<file path="src/rtl/mips_ctrl_pkg.sv">
// Shared types and encodings for the MIPS control pipeline.
// Optional operand forwarding is enabled by defining FORWARDING_EN.
package mips_ctrl_pkg;

  localparam int unsigned CTRL_W = 11;
  localparam int unsigned REG_W  = 5;
  localparam int unsigned FWD_W  = 2;

  // Bit positions of each field inside the 11-bit control bundle
  localparam int unsigned B_BRANCH     = 10;
  localparam int unsigned B_JUMP       = 9;
  localparam int unsigned B_REG_DST    = 8;
  localparam int unsigned B_WE_REG     = 7;
  localparam int unsigned B_ALU_SRC    = 6;
  localparam int unsigned B_WE_DM      = 5;
  localparam int unsigned B_DM2REG     = 4;
  localparam int unsigned B_ALU_OP_HI  = 3;
  localparam int unsigned B_ALU_OP_LO  = 2;
  localparam int unsigned B_JAL_WD_SEL = 1;
  localparam int unsigned B_JAL_WA_SEL = 0;

  localparam logic [REG_W-1:0] REG_RA = 5'd31;

  localparam logic [FWD_W-1:0] FWD_RF  = 2'b00;
  localparam logic [FWD_W-1:0] FWD_WB  = 2'b01;
  localparam logic [FWD_W-1:0] FWD_MEM = 2'b10;

  typedef struct packed {
    logic       branch;
    logic       jump;
    logic       reg_dst;
    logic       we_reg;
    logic       alu_src;
    logic       we_dm;
    logic       dm2reg;
    logic [1:0] alu_op;
    logic       jal_wd_sel;
    logic       jal_wa_sel;
  } ctrl_t;

  // Destination register selected in ID
  function automatic logic [REG_W-1:0] dest_reg(input ctrl_t c,
                                                input logic [REG_W-1:0] rt,
                                                input logic [REG_W-1:0] rd);
    if (c.jal_wa_sel)   return REG_RA;
    else if (c.reg_dst) return rd;
    else                return rt;
  endfunction

endpackage

</file>
<file path="src/rtl/ctrl_pipe_if.sv">
// Control-pipeline bus: ID-stage inputs, per-stage control and hazard outputs.
interface ctrl_pipe_if #(parameter int unsigned CNT_W = 16);
  import mips_ctrl_pkg::*;

  ctrl_t              ctrl_d;
  logic [REG_W-1:0]   rs_d;
  logic [REG_W-1:0]   rt_d;
  logic [REG_W-1:0]   rd_d;
  logic               branch_taken_e;

  ctrl_t              ctrl_e;
  ctrl_t              ctrl_m;
  ctrl_t              ctrl_w;
  logic [REG_W-1:0]   wa_e;
  logic [REG_W-1:0]   wa_m;
  logic [REG_W-1:0]   wa_w;
  logic               stall_f;
  logic               stall_d;
  logic               flush_d;
  logic [FWD_W-1:0]   fwd_a_e;
  logic [FWD_W-1:0]   fwd_b_e;
  logic [CNT_W-1:0]   stall_cnt;
  logic [CNT_W-1:0]   flush_cnt;

  modport master (
    output ctrl_d, rs_d, rt_d, rd_d, branch_taken_e,
    input  ctrl_e, ctrl_m, ctrl_w, wa_e, wa_m, wa_w,
    input  stall_f, stall_d, flush_d, fwd_a_e, fwd_b_e, stall_cnt, flush_cnt
  );

  modport slave (
    input  ctrl_d, rs_d, rt_d, rd_d, branch_taken_e,
    output ctrl_e, ctrl_m, ctrl_w, wa_e, wa_m, wa_w,
    output stall_f, stall_d, flush_d, fwd_a_e, fwd_b_e, stall_cnt, flush_cnt
  );

endinterface

</file>
<file path="src/rtl/hazard_unit.sv">
// Combinational hazard detection and EX operand forwarding select.
// FORWARDING_EN selects bypassing; otherwise any in-flight RAW dependency stalls.
module hazard_unit
  import mips_ctrl_pkg::*;
(
  input  ctrl_t            ctrl_d_i,
  input  logic [REG_W-1:0] rs_d_i,
  input  logic [REG_W-1:0] rt_d_i,
  input  ctrl_t            ctrl_e_i,
  input  logic [REG_W-1:0] wa_e_i,
  input  logic [REG_W-1:0] rs_e_i,
  input  logic [REG_W-1:0] rt_e_i,
  input  ctrl_t            ctrl_m_i,
  input  logic [REG_W-1:0] wa_m_i,
  input  ctrl_t            ctrl_w_i,
  input  logic [REG_W-1:0] wa_w_i,
  input  logic             branch_taken_e_i,
  output logic             stall_c_o,
  output logic             flush_c_o,
  output logic             bubble_c_o,
  output logic [FWD_W-1:0] fwd_a_c_o,
  output logic [FWD_W-1:0] fwd_b_c_o
);

  logic load_use_c;
  logic raw_c;
  logic hazard_c;
  logic unused_c;

`ifdef FORWARDING_EN
  // MEM has priority over WB since it holds the younger result
  function automatic logic [FWD_W-1:0] fwd_sel(input logic [REG_W-1:0] src);
    if (ctrl_m_i.we_reg && (wa_m_i != '0) && (wa_m_i == src))      return FWD_MEM;
    else if (ctrl_w_i.we_reg && (wa_w_i != '0) && (wa_w_i == src)) return FWD_WB;
    else                                                           return FWD_RF;
  endfunction
`else
  function automatic logic src_hit(input logic [REG_W-1:0] src);
    return (src != '0) &&
           ((ctrl_e_i.we_reg && (wa_e_i == src)) ||
            (ctrl_m_i.we_reg && (wa_m_i == src)));
  endfunction
`endif

  always_comb begin
    raw_c     = 1'b0;
    fwd_a_c_o = FWD_RF;
    fwd_b_c_o = FWD_RF;

    load_use_c = ctrl_e_i.dm2reg && ctrl_e_i.we_reg && (wa_e_i != '0) &&
                 ((wa_e_i == rs_d_i) || (wa_e_i == rt_d_i));
`ifdef FORWARDING_EN
    fwd_a_c_o = fwd_sel(rs_e_i);
    fwd_b_c_o = fwd_sel(rt_e_i);
`else
    raw_c = src_hit(rs_d_i) || src_hit(rt_d_i);
`endif
    hazard_c = load_use_c || raw_c;

    // A taken branch squashes the ID instruction, so there is nothing to hold
    stall_c_o  = hazard_c && !branch_taken_e_i;
    bubble_c_o = hazard_c || branch_taken_e_i;
    flush_c_o  = branch_taken_e_i || (ctrl_d_i.jump && !stall_c_o);
  end

  assign unused_c = ^{ctrl_d_i, ctrl_e_i, ctrl_m_i, ctrl_w_i, rs_e_i, rt_e_i, wa_w_i};

endmodule

</file>
<file path="src/rtl/ctrl_pipe.sv">
// ID/EX, EX/MEM, MEM/WB control registers with hazard handling and event counters.
// Define FORWARDING_EN to enable EX operand forwarding.
module ctrl_pipe
  import mips_ctrl_pkg::*;
#(
  parameter int unsigned CNT_W = 16
) (
  input logic        clk,
  input logic        rst,
  ctrl_pipe_if.slave bus
);

  ctrl_t            ctrl_e_q, ctrl_e_d, ctrl_m_q, ctrl_w_q;
  logic [REG_W-1:0] wa_e_q, wa_e_d, wa_m_q, wa_w_q;
  logic [REG_W-1:0] rs_e_q, rs_e_d, rt_e_q, rt_e_d;
  logic [CNT_W-1:0] stall_cnt_q, stall_cnt_d, flush_cnt_q, flush_cnt_d;
  logic [REG_W-1:0] wa_d;
  logic             stall_c, flush_c, bubble_c;
  logic [FWD_W-1:0] fwd_a_c, fwd_b_c;

  hazard_unit u_hazard (
    .ctrl_d_i         (bus.ctrl_d),
    .rs_d_i           (bus.rs_d),
    .rt_d_i           (bus.rt_d),
    .ctrl_e_i         (ctrl_e_q),
    .wa_e_i           (wa_e_q),
    .rs_e_i           (rs_e_q),
    .rt_e_i           (rt_e_q),
    .ctrl_m_i         (ctrl_m_q),
    .wa_m_i           (wa_m_q),
    .ctrl_w_i         (ctrl_w_q),
    .wa_w_i           (wa_w_q),
    .branch_taken_e_i (bus.branch_taken_e),
    .stall_c_o        (stall_c),
    .flush_c_o        (flush_c),
    .bubble_c_o       (bubble_c),
    .fwd_a_c_o        (fwd_a_c),
    .fwd_b_c_o        (fwd_b_c)
  );

  assign wa_d = dest_reg(bus.ctrl_d, bus.rt_d, bus.rd_d);

  // ID/EX next state and saturating counters
  always_comb begin
    ctrl_e_d    = bus.ctrl_d;
    wa_e_d      = wa_d;
    rs_e_d      = bus.rs_d;
    rt_e_d      = bus.rt_d;
    stall_cnt_d = stall_cnt_q;
    flush_cnt_d = flush_cnt_q;

    if (bubble_c) begin
      ctrl_e_d = '0;
      wa_e_d   = '0;
      rs_e_d   = '0;
      rt_e_d   = '0;
    end
    if (stall_c && (stall_cnt_q != '1)) stall_cnt_d = stall_cnt_q + CNT_W'(1);
    if (flush_c && (flush_cnt_q != '1)) flush_cnt_d = flush_cnt_q + CNT_W'(1);
  end

  always_ff @(posedge clk) begin
    if (rst) begin
      ctrl_e_q    <= '0;
      ctrl_m_q    <= '0;
      ctrl_w_q    <= '0;
      wa_e_q      <= '0;
      wa_m_q      <= '0;
      wa_w_q      <= '0;
      rs_e_q      <= '0;
      rt_e_q      <= '0;
      stall_cnt_q <= '0;
      flush_cnt_q <= '0;
    end else begin
      ctrl_e_q    <= ctrl_e_d;
      ctrl_m_q    <= ctrl_e_q;
      ctrl_w_q    <= ctrl_m_q;
      wa_e_q      <= wa_e_d;
      wa_m_q      <= wa_e_q;
      wa_w_q      <= wa_m_q;
      rs_e_q      <= rs_e_d;
      rt_e_q      <= rt_e_d;
      stall_cnt_q <= stall_cnt_d;
      flush_cnt_q <= flush_cnt_d;
    end
  end

  assign bus.ctrl_e    = ctrl_e_q;
  assign bus.ctrl_m    = ctrl_m_q;
  assign bus.ctrl_w    = ctrl_w_q;
  assign bus.wa_e      = wa_e_q;
  assign bus.wa_m      = wa_m_q;
  assign bus.wa_w      = wa_w_q;
  assign bus.stall_f   = stall_c;
  assign bus.stall_d   = stall_c;
  assign bus.flush_d   = flush_c;
  assign bus.fwd_a_e   = fwd_a_c;
  assign bus.fwd_b_e   = fwd_b_c;
  assign bus.stall_cnt = stall_cnt_q;
  assign bus.flush_cnt = flush_cnt_q;

endmodule

</file>
<file path="src/flat_wrapper.sv">
// flat-port wrapper written by rule: the top's interface ports become plain ports
module ctrl_pipe_flat import mips_ctrl_pkg::*;
#(
  parameter int unsigned CNT_W = 16
)
  (clk, rst, bus_ctrl_d, bus_rs_d, bus_rt_d, bus_rd_d, bus_branch_taken_e, bus_ctrl_e, bus_ctrl_m, bus_ctrl_w, bus_wa_e, bus_wa_m, bus_wa_w, bus_stall_f, bus_stall_d, bus_flush_d, bus_fwd_a_e, bus_fwd_b_e, bus_stall_cnt, bus_flush_cnt);
  ctrl_pipe_if #(.CNT_W(CNT_W)) bus_i ();
  input logic clk;
  input logic rst;
  input wire logic [$bits(bus_i.ctrl_d)-1:0] bus_ctrl_d;
  input wire logic [$bits(bus_i.rs_d)-1:0] bus_rs_d;
  input wire logic [$bits(bus_i.rt_d)-1:0] bus_rt_d;
  input wire logic [$bits(bus_i.rd_d)-1:0] bus_rd_d;
  input wire logic [$bits(bus_i.branch_taken_e)-1:0] bus_branch_taken_e;
  output wire logic [$bits(bus_i.ctrl_e)-1:0] bus_ctrl_e;
  output wire logic [$bits(bus_i.ctrl_m)-1:0] bus_ctrl_m;
  output wire logic [$bits(bus_i.ctrl_w)-1:0] bus_ctrl_w;
  output wire logic [$bits(bus_i.wa_e)-1:0] bus_wa_e;
  output wire logic [$bits(bus_i.wa_m)-1:0] bus_wa_m;
  output wire logic [$bits(bus_i.wa_w)-1:0] bus_wa_w;
  output wire logic [$bits(bus_i.stall_f)-1:0] bus_stall_f;
  output wire logic [$bits(bus_i.stall_d)-1:0] bus_stall_d;
  output wire logic [$bits(bus_i.flush_d)-1:0] bus_flush_d;
  output wire logic [$bits(bus_i.fwd_a_e)-1:0] bus_fwd_a_e;
  output wire logic [$bits(bus_i.fwd_b_e)-1:0] bus_fwd_b_e;
  output wire logic [$bits(bus_i.stall_cnt)-1:0] bus_stall_cnt;
  output wire logic [$bits(bus_i.flush_cnt)-1:0] bus_flush_cnt;
  assign bus_i.ctrl_d = bus_ctrl_d;
  assign bus_i.rs_d = bus_rs_d;
  assign bus_i.rt_d = bus_rt_d;
  assign bus_i.rd_d = bus_rd_d;
  assign bus_i.branch_taken_e = bus_branch_taken_e;
  assign bus_ctrl_e = bus_i.ctrl_e;
  assign bus_ctrl_m = bus_i.ctrl_m;
  assign bus_ctrl_w = bus_i.ctrl_w;
  assign bus_wa_e = bus_i.wa_e;
  assign bus_wa_m = bus_i.wa_m;
  assign bus_wa_w = bus_i.wa_w;
  assign bus_stall_f = bus_i.stall_f;
  assign bus_stall_d = bus_i.stall_d;
  assign bus_flush_d = bus_i.flush_d;
  assign bus_fwd_a_e = bus_i.fwd_a_e;
  assign bus_fwd_b_e = bus_i.fwd_b_e;
  assign bus_stall_cnt = bus_i.stall_cnt;
  assign bus_flush_cnt = bus_i.flush_cnt;
  ctrl_pipe #(.CNT_W(CNT_W)) u_core (.clk(clk), .rst(rst), .bus(bus_i));
endmodule
</file>
<file path="config.mk">
export PLATFORM = sky130hd
export DESIGN_NAME = ctrl_pipe_flat
export DESIGN_NICKNAME = d
export VERILOG_FILES = /design/src/rtl/mips_ctrl_pkg.sv /design/src/rtl/ctrl_pipe_if.sv /design/src/rtl/hazard_unit.sv /design/src/rtl/ctrl_pipe.sv /design/src/flat_wrapper.sv
export SDC_FILE = /design/constraint.sdc
export NUM_CORES = 1
export LEC_CHECK = 0
export ABC_AREA = 1
export ABC_CLOCK_PERIOD_IN_PS = 3200
export BUFFER_PORTS_ARGS = -buffer_cell sky130_fd_sc_hd__buf_2
export CAP_MARGIN = 20
export CELL_PAD_IN_SITES_DETAIL_PLACEMENT = 1
export CELL_PAD_IN_SITES_GLOBAL_PLACEMENT = 1
export CORE_ASPECT_RATIO = 0.9
export CORE_MARGIN = 10
export CORE_UTILIZATION = 30
export CTS_BUF_LIST = sky130_fd_sc_hd__clkbuf_8
export DETAILED_ROUTE_END_ITERATION = 16
export PLACE_DENSITY = 0.74
export SLEW_MARGIN = 15
export SYNTH_ARGS = -nofsm -noshare
export SYNTH_HDL_FRONTEND = slang
export SYNTH_SLANG_ARGS = --single-unit
</file>
<file path="constraint.sdc">
create_clock -name clk -period 3.2 [get_ports clk]
set_input_delay 0.64 -clock clk [delete_from_list [all_inputs] [get_ports clk]]
set_output_delay 0.64 -clock clk [all_outputs]
set_load 0.1 [all_outputs]
</file>
==> results_dict.tcl, run 1 <==
set metrics [dict create \
    min_to "u_core.bus.ctrl_m[3]$_SDFF_PP0_" \
    maxCapViolCount 0 \
    nFillCells 1573 \
    r2r-end "u_core.bus.flush_cnt[6]$_SDFFE_PP0P_" \
    min-delay-start "u_core.bus.ctrl_e[3]$_SDFF_PP0_" \
    pwr-share-clk_pct 34.0 \
    cts.sinks 80 \
    combPwrFrac_pct 16.7 \
    core_area_um2 12000 \
    start_kind "register" \
    grt-ovfl-total 0 \
    vias_per_cell 4.51 \
    cts_resized 0 \
    p_int_uw 1390 \
    fmax_mhz 380 \
    mostFrequentLayoutCells "117 x nand2_1, 108 x buf_2, 80 x nor2_1, 72 x inv_1, 68 x dfxtp_1" \
    yosysWarnings 0 \
    portBuffers 111 \
    regToRegSetupSlack_ns 1.07 \
    pin_count 116 \
    holdCritPathClass "register to register" \
    final_common_cell "nand2_1" \
    path_class "register to output port" \
    dieWidth_um 136 \
    wl_per_cell_um 14.6 \
    via_count 3557 \
    reg2reg_depth 9 \
    grt_pass1_wl_um 18800 \
    grtUsageTotal_pct 13.6 \
    cts_tree "done" \
    ys_seq_area_share_pct 43.8 \
    multi_input_area_um2 1670 \
    slew_viol_final 0 \
    end_kind "output port" \
    drt_pass1_iterations 4 \
    rows 38 \
    ctsRootBufferMaster "clkbuf_8" \
    diodes 0 \
    worst_pin_slew_ns 0.642 \
    grt_pass1_vias 3710 \
    regArea_um2 1620 \
    drt_iter0_drc 137 \
    ctsLongestPathBuffers 2 \
    grt_max_degree 59 \
    netlist_instances 515 \
    timing.final.ws_setup_ns 0.568 \
    syn_area_per_cell_um2 7.09 \
    fin_util_pct 38.2 \
    run_status "completed" \
    fin_tns_setup_ns 0 \
    initial_core_util_pct 30.5 \
    period_needed_ns 2.63 \
    clk_pin_slew_ns 0.09 \
    fp.dieH_um 125 \
    finalWeightedCongestion 0.864 \
    r2r-start "u_core.bus.flush_cnt[0]$_SDFFE_PP0P_" \
    synthToLayoutAreaGrowth_pct 25.2 \
    synth_seq_cells 80 \
    wl_um 11500 \
    power_density_nw_per_um2 459 \
    rsz0062_at_grt "no" \
    cp_slowest_stage_delay_ns 0.38 \
    critPathRequiredTime_ns 2.56 \
    relSlewSlack_pct 57.2 \
    ctsHoldBuffers 0 \
    hpwl_um 9110 \
    p_switching_uw 711 \
    numCtsBuffers 9 \
    fin_nets 654 \
    p_leak_uw 0.00220 \
    ys_types 30 \
    pwr-share-seq_pct 49.4 \
    crit_chain "inv_1 -> nand2_1 -> nand2_1 -> nor2_1 -> nand3_1 -> nand2_1 -> nand2_1 -> nand2_4 -> inv_1 -> nor2_4 -> buf_12" \
    clock_latency_ns 0.36 \
    setup_viol_count_final 0 \
    ir_drop_uv 221 \
    dieArea_um2 17000 \
    htree_levels 3 \
    hold_viol 0 \
    cp_slowest_cell "dfxtp_2" \
    worstHoldPathCells 2 \
    drtAntennaViolNets 0 \
    post-route-period-util_pct 82.2 \
    antenna_found_initial 0 \
    drc_errors 0 \
    p_sw_share_pct 33.8 \
    dp_slack_ns 0.571 \
    worstPathArrival_ns 1.99 \
    post_cts_buffers 0 \
    cp_max_fo 10 \
    drive_gt1_share_pct 25.2 \
    cpMostUsedCell "nand2_1" \
    syn_area_um2 3650 \
    clock_skew_ns 0.0148 \
]
==> routing by layer <==
metal	part of all wire [%]	track usage [%]	up-vias	wire length (um)
met5	0	0	-	0
met4	1.0	3.76	0	119
met3	5.8	4.35	7	662
met2	50	23.3	63	5750
met1	43	15.8	1679	4970
li1	-	-	1808	-
==> final cells by class <==
| type | instances | area share (%) |
|---|---|---|
| clock buffers | 10 | 3.01 |
| clock inverters | 6 | 1.07 |
| inverters | 74 | 6.07 |
| multi-input cells | 344 | 36.5 |
| flip-flops and latches | 80 | 35.3 |
| well taps | 160 | 4.38 |
| repair buffers | 114 | 13.6 |
==> per-stage QoR <==
step           hold slack, ns  power (uW)  cells  cell area, um2
4_1_cts                 0.424        2140    788            4580
3_5_place_dp            0.415        1410    772            4390
3_3_place_gp            0.406        1410    772            4390
6_report                0.417        2100    788            4580
5_1_grt                 0.437        2200    788            4580
2_1_floorplan           0.661        1340    518            3680
==> power by group through the flow <==
stage               Combinational [uW]  Clock (uW)  Sequential (uW)
floorplan                          112           0             1220
finish                             350         714             1040
CTS                                354         749             1040
global route                       374         788             1040
global placement                   349           0             1060
detailed placement                 353           0             1060
==> synthesized netlist by cell type <==
library cell,number,area [um2]
nand2_1,117,439
dfxtp_1,80,1600
nor2_1,80,300
inv_1,72,270
nand3_1,40,200
a21oi_1,38,190
xor2_1,14,123
nand4_1,12,75.1
nor3_1,9,45.0
xnor2_1,9,78.8
clkbuf_1,6,22.5
buf_4,5,37.5
buf_2,4,20.0
a21oi_2,3,26.3
buf_1,3,11.3
nand2_2,3,18.8
o21ai_0,3,15.0
buf_6,2,22.5
ha_1,2,25.0
inv_2,2,7.51
nor3_4,2,32.5
conb_1,1,3.75
nand2_4,1,11.3
nand2b_4,1,13.8
nand3_2,1,10.0
nand3_4,1,17.5
nor2_4,1,11.3
nor3b_2,1,12.5
nor4_1,1,6.26
o21ai_1,1,5.00
==> critical path, delay by kind of cell (launching register included) <==
family	cells	cell delay, ns
simple gates	8	0.86
buf+inv	3	0.41
flops	1	0.38
==> registers in the layout (all words and copies together), names as in the netlist <==
register and cells:
u_core.bus.flush_cnt 16, u_core.bus.stall_cnt 16, u_core.bus.ctrl_e 11, u_core.bus.ctrl_m 11
u_core.bus.ctrl_w 11, u_core.bus.wa_e 5, u_core.bus.wa_m 5, u_core.bus.wa_w 5
==> cells by family after synthesis <==
kind of cell | after synthesis | synth area share [%]
simple gates | 270 | 32.7
buf+inv | 94 | 10.7
flops | 80 | 43.8
compound gates | 45 | 6.47
xor+xnor | 23 | 5.51
fa+ha+maj | 2 | 0.685
other cells | 1 | 0.103
==> worst max path at each step <==
stage,from,end,cells past startpoint
final,u_core.bus.wa_e[3]$_SDFF_PP0_,bus_stall_f,11
after global routing,u_core.bus.wa_m[3]$_SDFF_PP0_,bus_stall_d,11
after CTS,u_core.bus.wa_e[3]$_SDFF_PP0_,bus_stall_f,11
after detailed placement,bus_rs_d[3],bus_stall_f,12
after global placement,bus_rs_d[0],bus_stall_f,12
after floorplan,u_core.bus.wa_e[0]$_SDFF_PP0_,bus_stall_f,11
(Power assumes the default switching activity.)
==> run 2, diff against run 1 <==
--- a/config.mk
+++ b/config.mk
@@ -5,8 +5,8 @@
 export SDC_FILE = /design/constraint.sdc
 export NUM_CORES = 1
 export LEC_CHECK = 0
-export ABC_AREA = 1
-export ABC_CLOCK_PERIOD_IN_PS = 3200
+export ABC_AREA = 0
+export ABC_CLOCK_PERIOD_IN_PS = 2500
 export BUFFER_PORTS_ARGS = -buffer_cell sky130_fd_sc_hd__buf_2
 export CAP_MARGIN = 20
 export CELL_PAD_IN_SITES_DETAIL_PLACEMENT = 1
@@ -16,7 +16,7 @@
 export CORE_UTILIZATION = 30
 export CTS_BUF_LIST = sky130_fd_sc_hd__clkbuf_8
 export DETAILED_ROUTE_END_ITERATION = 16
-export PLACE_DENSITY = 0.74
+export PLACE_DENSITY = 0.71
 export SLEW_MARGIN = 15
 export SYNTH_ARGS = -nofsm -noshare
 export SYNTH_HDL_FRONTEND = slang
==> constraint.sdc (replaced) <==
create_clock -name clk -period 2.5 [get_ports clk]
set_input_delay 0.5 -clock clk [delete_from_list [all_inputs] [get_ports clk]]
set_output_delay 0.5 -clock clk [all_outputs]
set_load 0.1 [all_outputs]
==> run 2 against run 1 <==
  * Register-to-register slack worse by 0.89 ns
  * Die area down 1.9%
  * Global-route usage up 0.29 points
  * Highest routed layer unchanged
  * Clock skew down 0.0068 ns
  * Critical endpoint is now bus_flush_d
  * First-iteration DRC count down 18%
  * Non-clock buffer count up 12
  * Sequential share of layout area up 0.078 points
  * Sequential power up 28%
  * Critical path depth down 4
  * Core utilization up 2.3 points
  * Flip-flop and latch count unchanged
  * Critical path type unchanged
==> results_dict.tcl, run 2 <==
set metrics [dict create \
    p_total_uw 2770 \
    rsz0062_at_grt "no" \
    cp-startpoint "u_core.bus.wa_m[4]$_SDFF_PP0_" \
    grt.busiest_layer "met2" \
    syn_area_um2 3570 \
    cp_max_fo 4 \
    synthToLayoutAreaGrowth_pct 30.6 \
    wl_per_cell_um 17.2 \
    drt_pass1_iterations 4 \
    dieWidth_um 135 \
    synthAdderAreaFrac_pct 0.701 \
    maxCapViolCount 0 \
    clock_latency_ns 0.38 \
    grt_util_met2_pct 23.7 \
    async_flop_share_pct 0 \
    grt_pass1_vias 3348 \
    diodes 0 \
    fin_util_pct 40.5 \
    crit_family "compound AO/OA/AOI/OAI gates" \
    post-route-period-util_pct 96.8 \
    synth-edff-count 0 \
    initial_core_util_pct 31.0 \
    synthTopCellsByCount "80 x dfxtp_1, 57 x nor2b_1, 36 x nor2_1" \
    core_area_um2 11500 \
    finalWeightedCongestion 0.845 \
    worst_pin_slew_ns 0.917 \
    synth-simple-area-share_pct 27.9 \
    slew_viol_final 0 \
    yosysTopAreaCell "dfxtp_1" \
    synth_top_family_by_area "simple AND/OR/NAND/NOR gates" \
    period_needed_ns 2.42 \
    hold_viol 0 \
    ys_top_cells_by_area "dfxtp_1 45%, nor2b_1 10%, mux2_2 9.8%" \
    cts.sinks 80 \
    gr-usage-met3_pct 5.56 \
    worstPathArrival_ns 1.92 \
    fmax_mhz 413 \
    cp_slowest_cell "dfxtp_4" \
    clock_skew_ns 0.00798 \
    fp.dieH_um 124 \
    path_buf_inv 2 \
    drt_iter0_drc 112 \
    met1_usage_pct 15.4 \
    hpwl_um 8450 \
    synth_compound_area_share_pct 7.18 \
    end_kind "output port" \
    setup_viol_count_final 0 \
    path_class "register to output port" \
    via_count 3122 \
    ctsRootBufferMaster "clkbuf_8" \
    yosysMostFrequentCell "dfxtp_1" \
    relSlewSlack_pct 38.5 \
    yosysWarnings 0 \
    synth_seq_cells 80 \
    synth_xor_area_share_pct 4.90 \
    cp_slowest_stage_delay_ns 0.37 \
    power_density_nw_per_um2 594 \
    synth_mux_area_share_pct 10.3 \
    dieArea_um2 16700 \
    numCtsBuffers 9 \
    portBuffers 111 \
    drc_errors 0 \
    fin_nets 530 \
    dominantRegCellSynth "dfxtp_1" \
    crit_chain "xnor2_1 -> nand4_1 -> o22ai_4 -> buf_4 -> a22o_4 -> o21ai_4 -> buf_12" \
    mostFrequentLayoutCells "108 x buf_2, 62 x dfxtp_1, 57 x nor2b_1, 35 x nor2_1, 31 x mux2_2" \
    ir_drop_uv 334 \
    synth_top_area_share_pct 44.8 \
    cts_tree "done" \
    drtAntennaViolNets 0 \
    p_leak_uw 0.00205 \
    pin_count 116 \
    clk_pin_slew_ns 0.09 \
    drive_gt1_share_pct 39.7 \
    r2r-start "u_core.bus.wa_m[4]$_SDFF_PP0_" \
    grt_max_degree 51 \
    final_common_cell "buf_2" \
    rows 37 \
    ys_seq_area_share_pct 44.8 \
    wl_um 11400 \
    vias_per_cell 4.73 \
    grt_pass1_wl_um 18000 \
    ctsLongestPathBuffers 2 \
    grtUsageTotal_pct 13.9 \
    syn_area_per_cell_um2 9.33 \
    start_kind "register" \
    htree_levels 3 \
    min-delay-start "bus_ctrl_d[6]" \
    run_status "completed" \
    holdCritPathClass "primary input to register" \
    critPathRequiredTime_ns 2.00 \
    netlist_instances 383 \
    ys_types 39 \
    antenna_found_initial 0 \
    grt-ovfl-total 0 \
]
[run 2: worst paths after layout]
path | slack [ns] | to | cells after the start
max reg2reg | 0.18 | u_core.bus.ctrl_e[10]$_SDFF_PP0_ | 8
min | 0.31 | u_core.bus.ctrl_e[6]$_SDFF_PP0_ | 2
max | 0.08 | bus_flush_d | 7
min reg2reg | 0.46 | u_core.bus.ctrl_w[2]$_SDFF_PP0_ | 1
[run 2: cell type report]
class / instances / area, um2
Tap cell: 156 / 195
Clock buffer: 11 / 151
Sequential cell: 80 / 1650
Timing Repair Buffer: 126 / 713
Inverter: 5 / 18.8
Multi-Input combinational cell: 277 / 1890
Clock inverter: 5 / 46.3
Fill cell: 1365 / 6860
[run 2: metal layers]
metal / up-vias / part of all wire, %
met5: - / 0
met4: 0 / 2.3
met3: 16 / 4.7
met2: 66 / 51
met1: 1499 / 42
li1: 1541 / -
[run 2: what timing repair did]
item	CTS	global route
pin swaps	4	6
endpoints found under the setup margin	3	4
buffers inserted	3	2
hold buffers	0	0
cloned	1	0
endpoints found under the hold margin	0	0
resized for setup	5	0
[run 2: power breakdown]
group | internal, uW | switching [uW]
combinational | 108 | 371
clock | 433 | 536
sequential | 1300 | 27.1
total | 1840 | 933
[run 2: logic make-up after synthesis]
kind of cell    after synthesis
compound gates               34
simple gates                183
fa+ha+maj                     2
buf+inv                      30
xor+xnor                     20
mux                          33
flops                        80
other cells                   1
[run 2: stage by stage]
step	setup TNS (ns)	hold slack, ns	setup slack [ns]	cells	cell area (um2)
5_1_grt	0	0.292	0.00396	660	4660
3_5_place_dp	-1.42	0.450	-0.189	638	4390
3_3_place_gp	-0.268	0.440	-0.134	638	4390
2_1_floorplan	-0.0420	0.622	-0.0420	386	3660
4_1_cts	0	0.292	0.00775	658	4650
6_report	0	0.314	0.0796	660	4660
[run 2: worst reg2reg max path: stages, from the launching register on]
cell     delay, ns
dfxtp_4       0.37
xnor2_1       0.13
nand4_1       0.15
o22ai_4       0.11
buf_4         0.15
a22o_4        0.25
buf_4         0.17
nor3_2        0.69
and2_1        0.24
